$ cat config.mk
export PLATFORM = sky130hd
export DESIGN_NAME = b2bd_seq_flat
export DESIGN_NICKNAME = d
export VERILOG_FILES = /design/src/rtl/b2bd_pkg.sv /design/src/rtl/b2bd_seq_if.sv /design/src/rtl/b2bd_dig_adj.sv /design/src/rtl/b2bd_seq.sv /design/src/flat_wrapper.sv
export SDC_FILE = /design/constraint.sdc
export NUM_CORES = 1
export LEC_CHECK = 0
export CORE_UTILIZATION = 40
export CTS_CLUSTER_DIAMETER = 30
export DETAILED_ROUTE_END_ITERATION = 10
export PLACE_DENSITY = 0.62
export SLEW_MARGIN = 20
export SYNTH_ARGS = -nofsm -noshare
export SYNTH_HDL_FRONTEND = slang
export SYNTH_HIERARCHICAL = 1
export SYNTH_SLANG_ARGS = --single-unit
$ cat constraint.sdc
create_clock -name clk -period 1.3 [get_ports clk]
set_clock_uncertainty 0.05 [all_clocks]
set_input_delay 0.13 -clock clk [delete_from_list [all_inputs] [get_ports clk]]
set_output_delay 0.13 -clock clk [all_outputs]
set_load 0.03 [all_outputs]
$ cat src/rtl/b2bd_pkg.sv
// Shared types and constants for the iterative binary-to-BCD converter.
// Latency: none (types, constants and an elaboration-time helper only).
// Backpressure: not applicable.
// Contents: state_t FSM encoding, add-3 constants, digits_min() legality helper.
package b2bd_pkg;

    typedef enum logic [1:0] {
        IDLE  = 2'd0,
        SHIFT = 2'd1,
        DONE  = 2'd2
    } state_t;

    localparam logic [3:0] BCD_ADJ_THRESH = 4'd5;
    localparam logic [3:0] BCD_ADJ_ADD    = 4'd3;

    // Smallest digit count whose decimal range covers 2^bw - 1.
    // 64-bit arithmetic, so valid for bw up to 63.
    function automatic int digits_min(input int bw);
        longint unsigned max_val;
        longint unsigned pow10;
        int              d;
        max_val = (64'd1 << bw) - 64'd1;
        pow10   = 64'd1;
        d       = 0;
        while (pow10 <= max_val) begin
            pow10 = pow10 * 64'd10;
            d     = d + 1;
        end
        return d;
    endfunction

endpackage

$ cat src/rtl/b2bd_seq_if.sv
// Handshake/result bundle between a requester and b2bd_seq.
// Latency: none (wires only).
// Backpressure: requester may raise start any time; only taken while ready=1.
// Signals: start, bc (request); ready, busy, done, bdc and, with
// B2BD_BLANK_EN defined, blank (response). master = requester, slave = converter.
interface b2bd_seq_if #(
    parameter int BW     = 8,
    parameter int DIGITS = 3
);
    logic                  start;
    logic [BW-1:0]         bc;
    logic                  ready;
    logic                  busy;
    logic                  done;
    logic [4*DIGITS-1:0]   bdc;
`ifdef B2BD_BLANK_EN
    logic [DIGITS-1:0]     blank;

    modport master (output start, bc, input ready, busy, done, bdc, blank);
    modport slave  (input start, bc, output ready, busy, done, bdc, blank);
`else
    modport master (output start, bc, input ready, busy, done, bdc);
    modport slave  (input start, bc, output ready, busy, done, bdc);
`endif
endinterface

$ cat src/rtl/b2bd_dig_adj.sv
// Double-dabble digit correction: a BCD digit >= 5 gets +3 before the shift.
// Latency: combinational.
// Backpressure: not applicable.
// Ports: digit (4-bit BCD digit), adj (corrected digit).
module b2bd_dig_adj
    import b2bd_pkg::*;
(
    input  logic [3:0] digit,
    output logic [3:0] adj
);
    // A valid digit is <= 9, so the corrected value is <= 12 and never
    // needs a carry into the next digit.
    assign adj = (digit >= BCD_ADJ_THRESH) ? (digit + BCD_ADJ_ADD) : digit;
endmodule

$ cat src/rtl/b2bd_seq.sv
// Iterative binary-to-BCD converter (shift-and-add-3), one input bit per clock.
// Latency: start taken at edge N -> done pulse and new bdc after edge N+BW+1;
//          one conversion per BW+2 cycles.
// Backpressure: start is honoured only while ready=1; otherwise ignored, not queued.
// Ports: clk, rst (sync, active-high); bus (slave): start, bc -> ready, busy,
// done, bdc. Build macro B2BD_BLANK_EN adds bus.blank, a registered
// leading-zero mask (blank[0] always 0).
module b2bd_seq
    import b2bd_pkg::*;
#(
    parameter int BW     = 8,
    parameter int DIGITS = 3
)(
    input  logic       clk,
    input  logic       rst,
    b2bd_seq_if.slave  bus
);
    localparam int CW = $clog2(BW);
    localparam int SW = 4 * DIGITS;

    generate
        if (BW < 4) begin : g_bw_chk
            $error("b2bd_seq: BW must be at least 4");
        end
        if (DIGITS < digits_min(BW)) begin : g_digits_chk
            $error("b2bd_seq: DIGITS too small to hold 2^BW-1");
        end
    endgenerate

    state_t          state;
    logic [BW-1:0]   bin;
    logic [SW-1:0]   scratch;
    logic [SW-1:0]   adj;
    logic [CW-1:0]   cnt;

    generate
        for (genvar g = 0; g < DIGITS; g++) begin : g_adj
            b2bd_dig_adj u_adj (
                .digit (scratch[4*g +: 4]),
                .adj   (adj[4*g +: 4])
            );
        end
    endgenerate

`ifdef B2BD_BLANK_EN
    // blank[k] is set when digit k and every digit above it are zero.
    logic [DIGITS-1:0] blank_nxt;
    logic              hi_zero;
    always_comb begin
        blank_nxt = '0;
        hi_zero   = 1'b1;
        for (int k = DIGITS - 1; k >= 1; k--) begin
            hi_zero      = hi_zero & (scratch[4*k +: 4] == 4'd0);
            blank_nxt[k] = hi_zero;
        end
    end
`endif

    always_ff @(posedge clk) begin
        if (rst) begin
            state     <= IDLE;
            bin       <= '0;
            scratch   <= '0;
            cnt       <= '0;
            bus.ready <= 1'b1;
            bus.busy  <= 1'b0;
            bus.done  <= 1'b0;
            bus.bdc   <= '0;
`ifdef B2BD_BLANK_EN
            bus.blank <= '0;
`endif
        end else begin
            bus.done <= 1'b0;
            case (state)
                IDLE: begin
                    if (bus.start) begin
                        bin       <= bus.bc;
                        scratch   <= '0;
                        cnt       <= CW'(BW - 1);
                        state     <= SHIFT;
                        bus.ready <= 1'b0;
                        bus.busy  <= 1'b1;
                    end
                end
                SHIFT: begin
                    // Correct digits, then shift {scratch, bin} left by one.
                    scratch <= {adj[SW-2:0], bin[BW-1]};
                    bin     <= {bin[BW-2:0], 1'b0};
                    if (cnt == '0) begin
                        state <= DONE;
                    end else begin
                        cnt <= cnt - 1'b1;
                    end
                end
                DONE: begin
                    bus.bdc   <= scratch;
                    bus.done  <= 1'b1;
                    bus.ready <= 1'b1;
                    bus.busy  <= 1'b0;
                    state     <= IDLE;
`ifdef B2BD_BLANK_EN
                    bus.blank <= blank_nxt;
`endif
                end
                default: begin
                    state     <= IDLE;
                    bus.ready <= 1'b1;
                    bus.busy  <= 1'b0;
                end
            endcase
        end
    end

endmodule
$ cat src/flat_wrapper.sv
// flat-port wrapper written by rule: the top's interface ports become plain ports
module b2bd_seq_flat import b2bd_pkg::*;
#(
    parameter int BW     = 8,
    parameter int DIGITS = 3
)
  (clk, rst, bus_start, bus_bc, bus_ready, bus_busy, bus_done, bus_bdc);
  b2bd_seq_if #(.BW(BW), .DIGITS(DIGITS)) bus_i ();
  input  logic clk;
  input  logic rst;
  input wire logic [$bits(bus_i.start)-1:0] bus_start;
  input wire logic [$bits(bus_i.bc)-1:0] bus_bc;
  output wire logic [$bits(bus_i.ready)-1:0] bus_ready;
  output wire logic [$bits(bus_i.busy)-1:0] bus_busy;
  output wire logic [$bits(bus_i.done)-1:0] bus_done;
  output wire logic [$bits(bus_i.bdc)-1:0] bus_bdc;
  assign bus_i.start = bus_start;
  assign bus_i.bc = bus_bc;
  assign bus_ready = bus_i.ready;
  assign bus_busy = bus_i.busy;
  assign bus_done = bus_i.done;
  assign bus_bdc = bus_i.bdc;
  b2bd_seq #(.BW(BW), .DIGITS(DIGITS)) u_core (.clk(clk), .rst(rst), .bus(bus_i));
endmodule
==> impl_metrics.tcl <==
set metrics [dict create \
    maxSlewViolCount 0 \
    grt_antenna_before_repair 0 \
    groute.usage.overall_pct 17.0 \
    r2r-end "u_core/scratch[6]$_SDFFE_PP0P_" \
    synth.cell_area_um2 1830 \
    maxSlewHeadroom_pct 79.5 \
    grt_pass1_wl_um 6690 \
    whs_ns 0.401 \
    crit_path_start_kind "flop" \
    worstRegToRegCells 7 \
    place.gp.congestion 0.786 \
    critPathCaptureType "flop" \
    port-buffer-count 25 \
    synth.net_count 222 \
    nets 271 \
    starting_density_of_the_core_pct 41.7 \
    cts-htree-levels 2 \
    drc_errors 0 \
    endpoint "u_core/scratch[6]$_SDFFE_PP0P_" \
    flow.area_growth_from_synthesis_pct 40.5 \
    average_routed_wire_per_standard_cell_um 12.3 \
    drt_pass_1_iters 4 \
    cts-root-to-sink-buffers 2 \
    max-cap-violations 0 \
    clkLatencyLatePin_ns 0.28 \
    setup-violations-final 5 \
    detail_route.iter0.violations 109 \
    hp-class "reg2reg" \
    sw_frac_of_total_pct 25.8 \
    cts_made_buffers 5 \
    cts.sink_count 40 \
    critical_path_class "reg2reg" \
    grt.busiest_layer "met2" \
    crit_start "u_core/scratch[5]$_SDFFE_PP0P_" \
    via_per_inst 5.00 \
    number_of_global_route_vias_before_repair 1499 \
    core_area_um2 4380 \
    dp.cells 292 \
    antenna_cells 0 \
    seq_power_share_pct 50.0 \
    cellPowerDensity_nw_per_um2 1030 \
    finalNonFillerCells 305 \
    clk_transition_reported_paths_ns 0.07 \
    synth-warning-count 6 \
    maximum_fanout_along_the_worst_path 3 \
    post_cts_hold_buffer_count 0 \
    internal-power_mw 1.95 \
    tritoncts_clock_tree "done" \
    synthesis.area_per_instance_um2 9.00 \
    layout-drive-gt1-share_pct 33.2 \
    layout_worst_path_cycle_share_pct 106 \
    antenna_violating_nets_post_route 0 \
    timing.final.crit_period_ns 1.38 \
    dpl.hpwl_um 2500 \
    r2r_setup_slack_ns -0.08 \
    hold_viol_final 0 \
    num_io_pins 26 \
    total_of_fill_cells_in_the_finished_design 392 \
    hp-start "u_core/bus.bdc[4]$_SDFFE_PP0P_" \
    floorplan.die_area_um2 4840 \
    syn_inst 203 \
    post-route-util_pct 58.6 \
    status "finished with violations" \
    grt_setup_unrepaired "yes" \
    groute.layer.met1.usage_pct 22.2 \
    violated_checks "negative setup slack" \
    share_clk_of_total_power_pct 31.7 \
    totalWireLength_um 3760 \
    critPathArrivalTime_ns 1.55 \
    r2r_startpoint "u_core/scratch[5]$_SDFFE_PP0P_" \
    die_y_um 69.6 \
    grt_use_met3_pct 3.49 \
    grt_use_met2_pct 27.7 \
    fmax_ghz 0.725 \
    routed-via-count 1526 \
    netsw_mw 0.681 \
    power_mw 2.64 \
    p_comb_share_pct 18.3 \
    pin_count_of_the_biggest_net_entering_global_routing 22 \
    tightestPinTransition_ns 0.309 \
    worst_ir_drop_vdd_v 0.000638 \
    die_w_um 69.6 \
    ctsRootBufferMaster "clkbuf_8" \
    placement_rows 24 \
    globalRoute.totalOverflow 0 \
    timing.critical_path.required_ns 1.47 \
    leakage_nw 1.05 \
    final_critical_path_setup_slack_ns -0.0787 \
]
-- area by class of cell --
class | count | area [um2] | share of cell area (%)
repair buffers | 53 | 479 | 18.7
clock buffers | 8 | 90.1 | 3.51
well taps | 52 | 65.1 | 2.53
inverters | 10 | 42.5 | 1.66
multi-input cells | 142 | 1070 | 41.7
flip-flops and latches | 40 | 821 | 32.0
-- critical path, stage by stage (launching register included) --
cell and delay, ns:
dfxtp_2 0.35, inv_4 0.05, ha_4 0.14, nand2b_4 0.14, a21oi_4 0.14, mux2i_1 0.23, a22oi_1 0.11, nor2_1 0.10
-- routing by layer --
metal	up-vias	share of wire (%)
li1	789	-
met1	699	49
met2	30	45
met3	8	3.8
met4	0	1.7
met5	-	0
-- registers in the layout, summed over array words and instances (netlist names) --
| register | flops |
|---|---|
| u_core/bin | 8 |
| u_core/bus.bdc | 12 |
| u_core/bus.busy | 1 |
| u_core/bus.done | 1 |
| u_core/bus.ready | 1 |
| u_core/cnt | 3 |
| u_core/scratch | 12 |
| u_core/state | 2 |
-- power groups by stage --
| stage | Sequential [mW] | Clock (mW) | Combinational, mW |
|---|---|---|---|
| 2_1_floorplan | 1.35 | 0 | 0.282 |
| 3_3_place_gp | 1.35 | 0 | 0.429 |
| 3_5_place_dp | 1.35 | 0 | 0.436 |
| 4_1_cts | 1.32 | 0.860 | 0.458 |
| 5_1_grt | 1.33 | 0.921 | 0.525 |
| 6_report | 1.32 | 0.835 | 0.482 |
-- metrics by stage --
stage / TNS, ns / instance area [um2] / worst slack [ns]
floorplan: -0.00734 / 1860 / -0.00734
global placement: -0.567 / 2310 / -0.0648
detailed placement: -1.11 / 2310 / -0.104
CTS: -0.213 / 2490 / -0.0900
global route: -0.834 / 2570 / -0.128
finish: -0.170 / 2570 / -0.0787
-- how the worst min path moves through the flow --
stage                     cells past startpoint                         endpoint  slack [ns]
final                                         2   u_core/bus.bdc[4]$_SDFFE_PP0P_        0.40
after global routing                          2  u_core/bus.bdc[10]$_SDFFE_PP0P_        0.43
after CTS                                     2   u_core/bus.bdc[4]$_SDFFE_PP0P_        0.40
after detailed placement                      2     u_core/bus.busy$_SDFFE_PP0P_        0.39
after global placement                        2   u_core/bus.bdc[8]$_SDFFE_PP0P_        0.39
after floorplan                               2     u_core/bus.busy$_SDFFE_PP0P_        0.27
-- placed cells by master, fill, tap and decap left out, types with 2 or more instances in the layout --
master           count
clkdlybuf4s50_1     10
clkbuf_8             6
dlygate4sd2_1       15
a22oi_1             12
inv_4                2
a21oi_1             14
buf_12               3
a211oi_1             2
xnor2_1              3
nand2b_1             3
dfxtp_4              3
nor2_1              20
dfxtp_1             30
nand2_4              2
nor2_2               5
a221oi_2             2
mux2i_1             10
o21ai_1              2
inv_2                4
dfxtp_2              7
ha_2                 2
a211oi_2             7
clkbuf_1             2
inv_1                4
nand2b_4             3
buf_4               25
nand2_1             35
o21ai_0              2
a21oi_4              3
ha_4                 6
-- repair_timing --
item / in CTS / in global routing
pin swaps: 9 / 12
setup buffers: 3 / 2
gates resized for setup: 37 / 17
endpoints found under the setup margin: 29 / 34
endpoints found under the hold margin: 0 / 0
cloned: 0 / 0
(Power assumes the default switching activity.)
